File: src/rtl/fetch_unit.sv
// Instruction fetch stage: PC, branch-predictor query, imem request/ready handshake,
// one-entry skid buffer behind the decode output register, and redirect flush with stale-response drop.
module fetch_unit #(
  parameter logic [31:0] RESET_PC = 32'h0000_0000
) (
  input  logic        clk,
  input  logic        nrst,
  output logic [31:0] bp_pc,
  input  logic        bp_predict,
  input  logic [31:0] bp_target,
  output logic        imem_req,
  output logic [31:0] imem_addr,
  input  logic        imem_ready,
  input  logic [31:0] imem_rdata,
  input  logic        redirect,
  input  logic [31:0] redirect_pc,
  input  logic        stall,
  output logic        if_valid,
  output logic [31:0] if_instr,
  output logic [31:0] if_pc,
  output logic        if_predict,
  output logic [31:0] if_pred_target
);

  typedef enum logic {RUN, DROP} state_t;

  state_t      state;
  logic [31:0] pc;
  logic [31:0] stale_addr;
  logic        pending;

  logic        sk_valid;
  logic [31:0] sk_instr;
  logic [31:0] sk_pc;
  logic        sk_predict;
  logic [31:0] sk_target;

  logic        accept;
  logic        out_free;
  logic [31:0] pc_seq;
  logic [31:0] redir_aligned;

  assign bp_pc         = pc;
  assign redir_aligned = redirect_pc & 32'hFFFF_FFFC;
  assign pc_seq        = bp_predict ? (bp_target & 32'hFFFF_FFFC) : pc + 32'd4;
  assign out_free      = ~if_valid | ~stall;
  assign accept        = (state == RUN) & imem_req & imem_ready & ~redirect;

  always_comb begin
    imem_req  = 1'b0;
    imem_addr = (state == DROP) ? stale_addr : pc;
    if (nrst) begin
      if (state == DROP) imem_req = 1'b1;
      else               imem_req = pending | ~sk_valid;
    end
  end

  always_ff @(posedge clk) begin
    if (!nrst) begin
      state          <= RUN;
      pc             <= RESET_PC;
      stale_addr     <= '0;
      pending        <= 1'b0;
      sk_valid       <= 1'b0;
      sk_instr       <= '0;
      sk_pc          <= '0;
      sk_predict     <= 1'b0;
      sk_target      <= '0;
      if_valid       <= 1'b0;
      if_instr       <= '0;
      if_pc          <= '0;
      if_predict     <= 1'b0;
      if_pred_target <= '0;
    end else if (redirect) begin
      pc       <= redir_aligned;
      if_valid <= 1'b0;
      sk_valid <= 1'b0;
      // A response already in flight must still be absorbed at its original address.
      if (state == DROP) begin
        if (imem_ready) begin
          state   <= RUN;
          pending <= 1'b0;
        end else begin
          pending <= 1'b1;
        end
      end else if (pending && !imem_ready) begin
        stale_addr <= imem_addr;
        state      <= DROP;
        pending    <= 1'b1;
      end else begin
        pending <= 1'b0;
      end
    end else begin
      pending <= imem_req & ~imem_ready;
      if (state == DROP && imem_ready) state <= RUN;
      if (accept) begin
        pc         <= pc_seq;
        sk_instr   <= imem_rdata;
        sk_pc      <= pc;
        sk_predict <= bp_predict;
        sk_target  <= bp_target;
      end
      if (out_free) begin
        if (sk_valid) begin
          if_valid       <= 1'b1;
          if_instr       <= sk_instr;
          if_pc          <= sk_pc;
          if_predict     <= sk_predict;
          if_pred_target <= sk_target;
          sk_valid       <= accept;
        end else if (accept) begin
          if_valid       <= 1'b1;
          if_instr       <= imem_rdata;
          if_pc          <= pc;
          if_predict     <= bp_predict;
          if_pred_target <= bp_target;
        end else begin
          if_valid <= 1'b0;
        end
      end else if (accept) begin
        sk_valid <= 1'b1;
      end
    end
  end

endmodule

File: config.mk
export PLATFORM = sky130hd
export DESIGN_NAME = fetch_unit
export DESIGN_NICKNAME = d
export VERILOG_FILES = /design/src/rtl/fetch_unit.sv
export SDC_FILE = /design/constraint.sdc
export NUM_CORES = 1
export LEC_CHECK = 0
export BUFFER_PORTS_ARGS = -buffer_cell sky130_fd_sc_hd__buf_2
export CORE_MARGIN = 4
export CORE_UTILIZATION = 37
export CTS_CLUSTER_DIAMETER = 30
export DETAILED_ROUTE_END_ITERATION = 16
export SKIP_CTS_REPAIR_TIMING = 1
export SLEW_MARGIN = 20
export SYNTH_ARGS = -nofsm -noshare
export SYNTH_HDL_FRONTEND = slang
export SYNTH_SLANG_ARGS = --single-unit
export TNS_END_PERCENT = 20
File: constraint.sdc
create_clock -name clk -period 2.3 [get_ports clk]
set_input_delay 0.115 -clock clk [delete_from_list [all_inputs] [get_ports clk]]
set_output_delay 0.115 -clock clk [all_outputs]
set_load 0.02 [all_outputs]
# ---- Yosys cells after proc, flatten, opt, wreduce, memory -nomap -nowiden
# Cells that the tools add are included.
# W data, S select, Z words.
dict set report totals {
  register_bits 262
  latch_bits 0
  mem_bits_rw 0
  mem_bits_ro 0
  inputBits 102
  output_inout_bits 163
  n_memories 0
}
dict set report classes {
  addsub 1
  n_mul 0
  n_div 0
  order_cmp 0
  n_eq_ne 0
  shift 0
  muxes 25
  bitwise 13
  reduce_logical 11
}
# cell count
set op_table {}
lappend op_table {{$mux W32} 10}
lappend op_table {{$add A32 B3 Y32 const B} 1}
lappend op_table {{$mux W1} 15}
lappend op_table {{$reduce_bool A2 Y1} 4}
lappend op_table {{$not A1 Y1} 7}
lappend op_table {{$reduce_and A3 Y1} 2}
lappend op_table {{$and A1 B1 Y1} 4}
lappend op_table {{$logic_and A1 B1 Y1} 2}
lappend op_table {{$or A1 B1 Y1} 2}
lappend op_table {{$reduce_and A2 Y1} 1}
lappend op_table {{$reduce_or A2 Y1} 1}
lappend op_table {{$logic_not A1 Y1} 1}

# ---- Longest topological paths before layout
# Gate-level depths: netlist of run 1.
dict set report depth {
  ltp_word 9
  mapped_depth 8
}

# ---- Worst setup path before layout of run 1
# OpenSTA, ideal clock, no wires.
dict set report synth_path {
  path_kind {reg-to-reg}
  start {register pc[3] (netlist: bp_pc[3])}
  end {register pc[24] (netlist: bp_pc[24])}
  setup_time_ns 0.079
  arrival_time_ns 1.853
  t_required_ns 2.221
  slack_ns 0.368
  path_stages_with_launch 7
  path_cell_list {dfxtp_1 ha_1 nand3_2 nor3_2 nand4_1 or3_1 o211ai_1}
}
dict set report synth_via {
  elab_chain_len 4
}
# item line
set synth_lines {}
lappend synth_lines {{start, declared} 28} ;# logic [31:0] pc;
lappend synth_lines {{start signal, assigned} 75} ;# pc <= redir_aligned;
lappend synth_lines {{start signal, assigned} 97} ;# pc <= pc_seq;
lappend synth_lines {{$add A32 B3 Y32} 45} ;# assign pc_seq = bp_predict ? (bp_target & 32'hFFFF_FFFC) : pc + 32'd4;
lappend synth_lines {{$mux W32} 45}
lappend synth_lines {{$mux W32} 96} ;# if (accept) begin
lappend synth_lines {{$mux W32} 74} ;# end else if (redirect) begin
# Every way passes these cells. The select of a mux whose other input is x is not followed.
# A chain may end at the register's enable or synchronous reset.

# ---- Worst setup path in the final report of run 1
dict set report layout_path {
  start {register state}
  end {register pc[30] (netlist: bp_pc[30])}
}
dict set report layout_via {
  elab_chain_len 6
  word_cells_on_any_way 7
  classes_between {mux: 2; bitwise: 4; reduce/logical: 1}
}
# item line
set layout_lines {}
lappend layout_lines {{start, declared} 27} ;# state_t state;
lappend layout_lines {{start signal, assigned} 60} ;# state <= RUN;
lappend layout_lines {{start signal, assigned} 81} ;# state <= RUN;
lappend layout_lines {{start signal, assigned} 88} ;# state <= DROP;
lappend layout_lines {{$mux W1} 53} ;# if (state == DROP) imem_req = 1'b1;
lappend layout_lines {{$mux W1} 52} ;# if (nrst) begin
lappend layout_lines {{$and A1 B1 Y1 * (3 in a row)} 47} ;# assign accept = (state == RUN) & imem_req & imem_ready & ~redirect;
lappend layout_lines {{$reduce_bool A2 Y1 (no source line) *} -}
# Mark *: on every way between the ends. The rest lies on a longest branch, timed or not.

==> flow_summary_export.csv, run 1 <==
group,metric,value,unit
outcome,violations,"negative hold slack",
worst_setup_path,crit_buf_inv,1,
layout,drive_above_1_share,26.50,%
synth,synthAdderAreaFrac,0.1046,%
sta,post-route-period-util,94.18,%
synth,yosys.area_share.simple,17.13,%
synth,synth-seq-cells,262,
worst_hold_path,min_to,"bp_pc[8]",
pwr,p_sw,0.003847,W
pwr,ir_worst_vdd,0.6159,mV
sta,setup_viol,0,
synth,post-synth-top-count-cell,"nand2_1",
global_route,grt_max_degree,100,
sta,slew_violations,0,
clocking,clock_sinks,262,
sta,rsz0062_at_grt,"no",
synth,syn_area,0.01196,mm^2
routing,drt_iter0_drc,805,
layout,seqCellArea,0.005250,mm^2
synth,async_flop_share,0,%
worst_setup_path,critPathMaxFanout,18,
routing,vias,11200,
placed_design,place_congestion,0.8394,
die,io_pins,265,
clocking,clk_pin_slew_worst_paths,0.05,ns
routing,ant_nets,0,
worst_setup_path,max_stage_delay,0.59,ns
synth,netlist_top_cells_count,"nand2_1 (382), dfxtp_1 (262), a21boi_0 (126)",
pwr,internal-power,0.01216,W
synth,synth_xor_area_share,1.245,%
worst_setup_path,worstReg2RegStart,"state",
global_route,grt_pass1_vias,10350,
placed_design,dp_hpwl,25180,um
sta,holdWs,-0.02512,ns
sta,finalCriticalPeriod,2.166,ns
synth,synth_area_leaders,"dfxtp_1 (44%), nand2_1 (12%), o211a_1 (8.3%)",
worst_setup_path,path_class,"reg -> reg",
pwr,p_leak,7.848,nW
outcome,status,"finished, violations left",
worst_setup_path,r2r-end,"bp_pc[30]",
pwr,switching_share,24.03,%
synth,synth_edf_count,0,
synth,syn_nets,1464,
worst_hold_path,holdPathStages,4,
routing,viasPerCell,5.185,
synth,ys_seq_area_share,43.85,%
global_route,antenna_found_initial,3,
pwr,seq_power_share,30.3,%
synth,synth-compound-area-share,22.14,%
global_route,grtUsageTotal,20.60,%
pwr,power_frac_clock,60.9,%
layout,areaGrowthSynthToFinish,42.39,%
synth,synth_cell_types,55,
sta,hold_viol_final,2,
worst_setup_path,slowest_stage,"dlygate4sd3_1",
sta,fin_tns_setup,0,ns
die,die_area,0.03527,mm^2
routing,first_pass_iters,6,
clocking,clkLatencyLatePin,0.55,ns
die,die_h,187.8,um
synth,synthMuxAreaShare,10.67,%
synth,synth.avg_cell_area,8.788,um^2
pwr,p_comb_share,8.7,%
die,core_area,0.03172,mm^2
synth,synth_top_area_cell,"dfxtp_1",
worst_setup_path,cp_cell_sequence,"and3b_1 -> nand3_4 -> nor2_1 -> a22oi_1 -> dlygate4sd3_1 -> nand3_1",
clocking,cts.htree.levels,3,
sta,relSlewSlack,31.89,%
worst_hold_path,holdCritStartpoint,"redirect_pc[8]",
worst_hold_path,hold_class,"in -> reg",
worst_setup_path,cp_top_family,"simple AND/OR/NAND/NOR gates",
worst_setup_path,critPathCaptureType,"flop",
routing,wl_per_cell,18.00,um
clocking,root_buffer,"clkbuf_16",
pwr,power_density,940.2,mW/mm^2
synth,yosysWarnings,0,
worst_setup_path,r2r_slack,0.13,ns
routing,drc,0,
global_route,overflow,0,
die,rows,65,
clocking,clockBufferDepth,3,
synth,synth_cells,1361,
clocking,tritoncts,"done",
layout,multiInputGateArea,0.006166,mm^2
worst_setup_path,arrival,2.64,ns
routing,drt-total-wl,38860,um
synth,synth_top_cell_area_share,43.85,%
worst_setup_path,crit_path_start_kind,"flop",
sta,fmax,0.4617,GHz
worst_setup_path,cp.required,2.78,ns
die,initial_core_util,37.71,%
synth,synth_ff_type,"dfxtp_1",
global_route,grt_pass1_wl,58970,um
worst_setup_path,reg2reg_depth,6,
job,cap_viol_max_count,0,
die,die_x,187.8,um
synth,synth_top_family_by_area,"compound AO/OA/AOI/OAI gates",
placed_design,portBuffers,262,
layout,fillers,2906,
layout,fin_nets,1805,
sta,skew,0.01983,ns
clocking,numCtsBuffers,68,
sta,worst_slew_pin_slew,1.022,ns
-- registers in the layout, summed over array words and instances (netlist names), 32 cells and up --
| name | cells |
|---|---|
| if_instr | 32 |
| if_pc | 32 |
| bp_pc | 32 |
| sk_target | 32 |
| if_pred_target | 32 |
| sk_instr | 32 |
| stale_addr | 32 |
| sk_pc | 32 |
-- worst max path at each step --
stage	slack (ns)	to	cells after the start	from
global route	0.007	bp_pc[26]	6	state
global placement	0.39	bp_pc[25]	5	bp_pc[5]
floorplan	0.37	bp_pc[24]	6	bp_pc[3]
finish	0.13	bp_pc[30]	6	state
CTS	0.06	imem_req	4	state
detailed placement	0.36	bp_pc[25]	5	bp_pc[5]
-- cell usage in the layout, fill, tap and decap left out, types with 4 or more instances in the layout --
master / count
a211oi_1: 13
a21boi_0: 126
a21boi_1: 4
a21oi_1: 10
and3_1: 22
buf_12: 7
buf_2: 261
buf_4: 38
bufinv_16: 8
clkbuf_1: 7
clkbuf_16: 70
clkbuf_8: 13
clkinv_2: 13
clkinv_4: 4
clkinvlp_4: 4
dfxtp_1: 260
dlygate4sd3_1: 94
inv_1: 8
mux2_2: 28
mux2i_1: 96
nand2_1: 382
nand2b_1: 4
nand3_1: 17
nand4_1: 12
nor2_1: 17
nor2b_1: 4
nor3_1: 4
o211a_1: 99
o211ai_1: 12
o21ai_0: 33
o22ai_1: 13
xnor2_1: 5
xor2_1: 12
-- metal layers --
metal  global-route usage, %  part of all wire, %  up-vias
met3                   6.013                  7.1       63
li1                        -                    -     5451
met4                   7.651                  2.4        2
met2                   31.87                   46      360
met5                       0                0.033        -
met1                   27.40                   44     5319
-- worst register-to-register path, cell delays in order, from the launching register on --
cell	delay, ns
dfxtp_2	0.32
and3b_1	0.33
nand3_4	0.29
nor2_1	0.35
a22oi_1	0.14
dlygate4sd3_1	0.59
nand3_1	0.08
-- logic make-up (layout without fill, tap and decap cells) --
kind of cell,Yosys count,after routing
xor+xnor,17,17
mux,124,124
fa+ha+maj,1,1
compound gates,333,333
other cells,0,2
flops,262,262
buf+inv,139,533
simple gates,485,485
-- through the flow --
step                      area, um^2  setup WS (ns)  power [W]  utilization, %  cells
after CTS                      16080        0.05502    0.01601           50.70   2063
after detailed placement       13700         0.3569   0.006205           43.19   1940
after floorplan                11960         0.3676   0.005680               -   1361
after global routing           17030       0.006501    0.01656           53.68   2158
final                          17030         0.1339    0.01601           53.69   2159
after global placement         13700         0.3880   0.006191           43.19   1940
-- power by group through the flow --
stage | Clock, W | Sequential (W) | Combinational, W
3_5_place_dp | 0 | 0.00494 | 0.00127
5_1_grt | 0.0102 | 0.00488 | 0.00151
3_3_place_gp | 0 | 0.00493 | 0.00126
6_report | 0.00975 | 0.00486 | 0.00140
2_1_floorplan | 0 | 0.00505 | 0.000628
4_1_cts | 0.00988 | 0.00486 | 0.00127
-- area by class of cell --
cell class | count | area share (%)
multi-input cells | 960 | 36.21
diodes | 2 | 0.02939
clock inverters | 33 | 2.491
repair buffers | 402 | 15.83
flip-flops and latches | 262 | 30.83
clock buffers | 90 | 11.49
well taps | 402 | 2.953
inverters | 8 | 0.1763
No activity file was read; power rests on OpenSTA's default activity.
==> run 2: changes to the inputs <==
--- a/config.mk
+++ b/config.mk
@@ -10,6 +10,7 @@
 export CORE_UTILIZATION = 37
 export CTS_CLUSTER_DIAMETER = 30
 export DETAILED_ROUTE_END_ITERATION = 16
+export SETUP_SLACK_MARGIN = 0.3
 export SKIP_CTS_REPAIR_TIMING = 1
 export SLEW_MARGIN = 20
 export SYNTH_ARGS = -nofsm -noshare
==> flow_summary_export.csv, run 2 (synthesis gave the netlist of run 1 again) <==
group,metric,value,unit
routing,first_pass_iters,5,
sta,fmax,0.4997,GHz
global_route,grt_pass1_vias,10350,
worst_setup_path,cp.required,2.18,ns
worst_setup_path,crit_path_start_kind,"flop",
die,die_x,187.8,um
routing,ant_nets,0,
layout,final_cell_mix,"nand2_1 (382), buf_2 (261), dfxtp_1 (257)",
worst_setup_path,crit_start,"state",
clocking,clock_sinks,262,
pwr,power_density,939.0,mW/mm^2
layout,layout_commonest_cell,"nand2_1",
routing,viasPerCell,5.226,
worst_setup_path,worstReg2RegStart,"state",
sta,worst_slew_pin_slew,1.027,ns
pwr,internal-power,0.01217,W
worst_setup_path,r2r_slack,0.38,ns
layout,areaGrowthSynthToFinish,42.87,%
sta,relSlewSlack,31.57,%
routing,vias,11300,
global_route,overflow,0,
die,io_pins,265,
outcome,violations,"negative hold slack",
worst_setup_path,cp-endpoint,"imem_req",
placed_design,portBuffers,262,
pwr,p_comb_share,8.8,%
placed_design,dp_hpwl,25180,um
sta,setup_viol,0,
pwr,p_sw,0.003872,W
die,rows,65,
job,cap_viol_max_count,0,
routing,drt-total-wl,39930,um
global_route,grtUsageTotal,20.60,%
clocking,cts.htree.levels,3,
sta,slew_violations,0,
sta,post-route-period-util,87.01,%
worst_setup_path,critPathMaxFanout,40,
clocking,clockBufferDepth,3,
die,die_h,187.8,um
die,die_area,0.03527,mm^2
pwr,p_leak,7.882,nW
outcome,status,"finished, violations left",
worst_setup_path,reg2reg_depth,8,
sta,fin_tns_setup,0,ns
clocking,root_buffer,"clkbuf_16",
die,core_area,0.03172,mm^2
pwr,seq_power_share,30.3,%
worst_setup_path,critPathCaptureType,"primary output",
worst_hold_path,hold_class,"in -> reg",
sta,holdWs,-0.007946,ns
pwr,power_frac_clock,60.9,%
global_route,grt_pass1_wl,58970,um
sta,skew,0.02058,ns
sta,hold_viol_final,1,
global_route,antenna_found_initial,3,
layout,fin_nets,1809,
pwr,switching_share,24.13,%
layout,drive_above_1_share,26.89,%
sta,worst_slack,0.2988,ns
clocking,numCtsBuffers,68,
routing,drc,0,
pwr,ir_worst_vdd,0.6163,mV
worst_hold_path,holdCritStartpoint,"redirect_pc[25]",
worst_setup_path,path_class,"reg -> out",
die,initial_core_util,37.71,%
worst_setup_path,r2r-end,"if_instr[30]",
clocking,tritoncts,"done",
placed_design,place_congestion,0.8394,
clocking,clkLatencyLatePin,0.55,ns
routing,wl_per_cell,18.47,um
placed_design,dpl_worst_slack,0.3569,ns
global_route,grt_max_degree,100,
sta,rsz0062_at_grt,"yes",
clocking,clk_pin_slew_worst_paths,0.05,ns
routing,drt_iter0_drc,786,
layout,final_core_util,53.87,%
sta,finalCriticalPeriod,2.001,ns
worst_setup_path,arrival,1.89,ns
worst_hold_path,holdPathStages,4,
[run 2: changes by cell type in the layout (fill, tap and decap cells not counted)]
cell / delta
clkbuf_16: +2
dfxtp_2: +3
a21boi_1: +1
buf_4: +3
dlygate4sd3_1: -1
a21boi_0: -1
dfxtp_1: -3
buf_12: -1
diode_2: -1
clkbuf_8: +1
[run 2: metal layers]
metal	GRT usage (%)	share of wire, %
met1	27.40	44
met2	31.87	46
met3	6.013	7.3
met4	7.651	2.5
met5	0	0.060
[run 2: worst max-delay path: stages, from the launching register on]
cell and delay, ns:
dfxtp_2 0.32, clkbuf_8 0.37, nor2_1 0.12, a21boi_1 0.30, buf_2 0.23
[run 2: final cells by class]
type	instances	area [um^2]
Timing Repair Buffer	406	2751
Tap cell	402	503.0
Multi-Input combinational cell	960	6166
Clock inverter	33	424.2
Clock buffer	90	1957
Sequential cell	262	5254
Inverter	8	30.03
Antenna cell	1	2.502
Fill cell	2898	14630
[run 2: how the worst min path moves through the flow]
| stage | end |
|---|---|
| 2_1_floorplan | bp_pc[6] |
| 3_3_place_gp | bp_pc[5] |
| 3_5_place_dp | bp_pc[5] |
| 4_1_cts | bp_pc[5] |
| 5_1_grt | bp_pc[22] |
| 6_report | bp_pc[25] |
[run 2: power groups by stage]
stage	logic [W]	clock network, W	registers [W]
detailed placement	0.00127	0	0.00494
global placement	0.00126	0	0.00493
finish	0.00142	0.00977	0.00486
global route	0.00153	0.0102	0.00488
CTS	0.00127	0.00988	0.00486
floorplan	0.000628	0	0.00505
[run 2: through the flow]
stage / total power, W / area [um^2] / instances
after floorplan: 0.005680 / 11960 / 1361
after global placement: 0.006191 / 13700 / 1940
after detailed placement: 0.006205 / 13700 / 1940
after CTS: 0.01601 / 16080 / 2063
after global routing: 0.01658 / 17090 / 2162
final: 0.01605 / 17090 / 2162
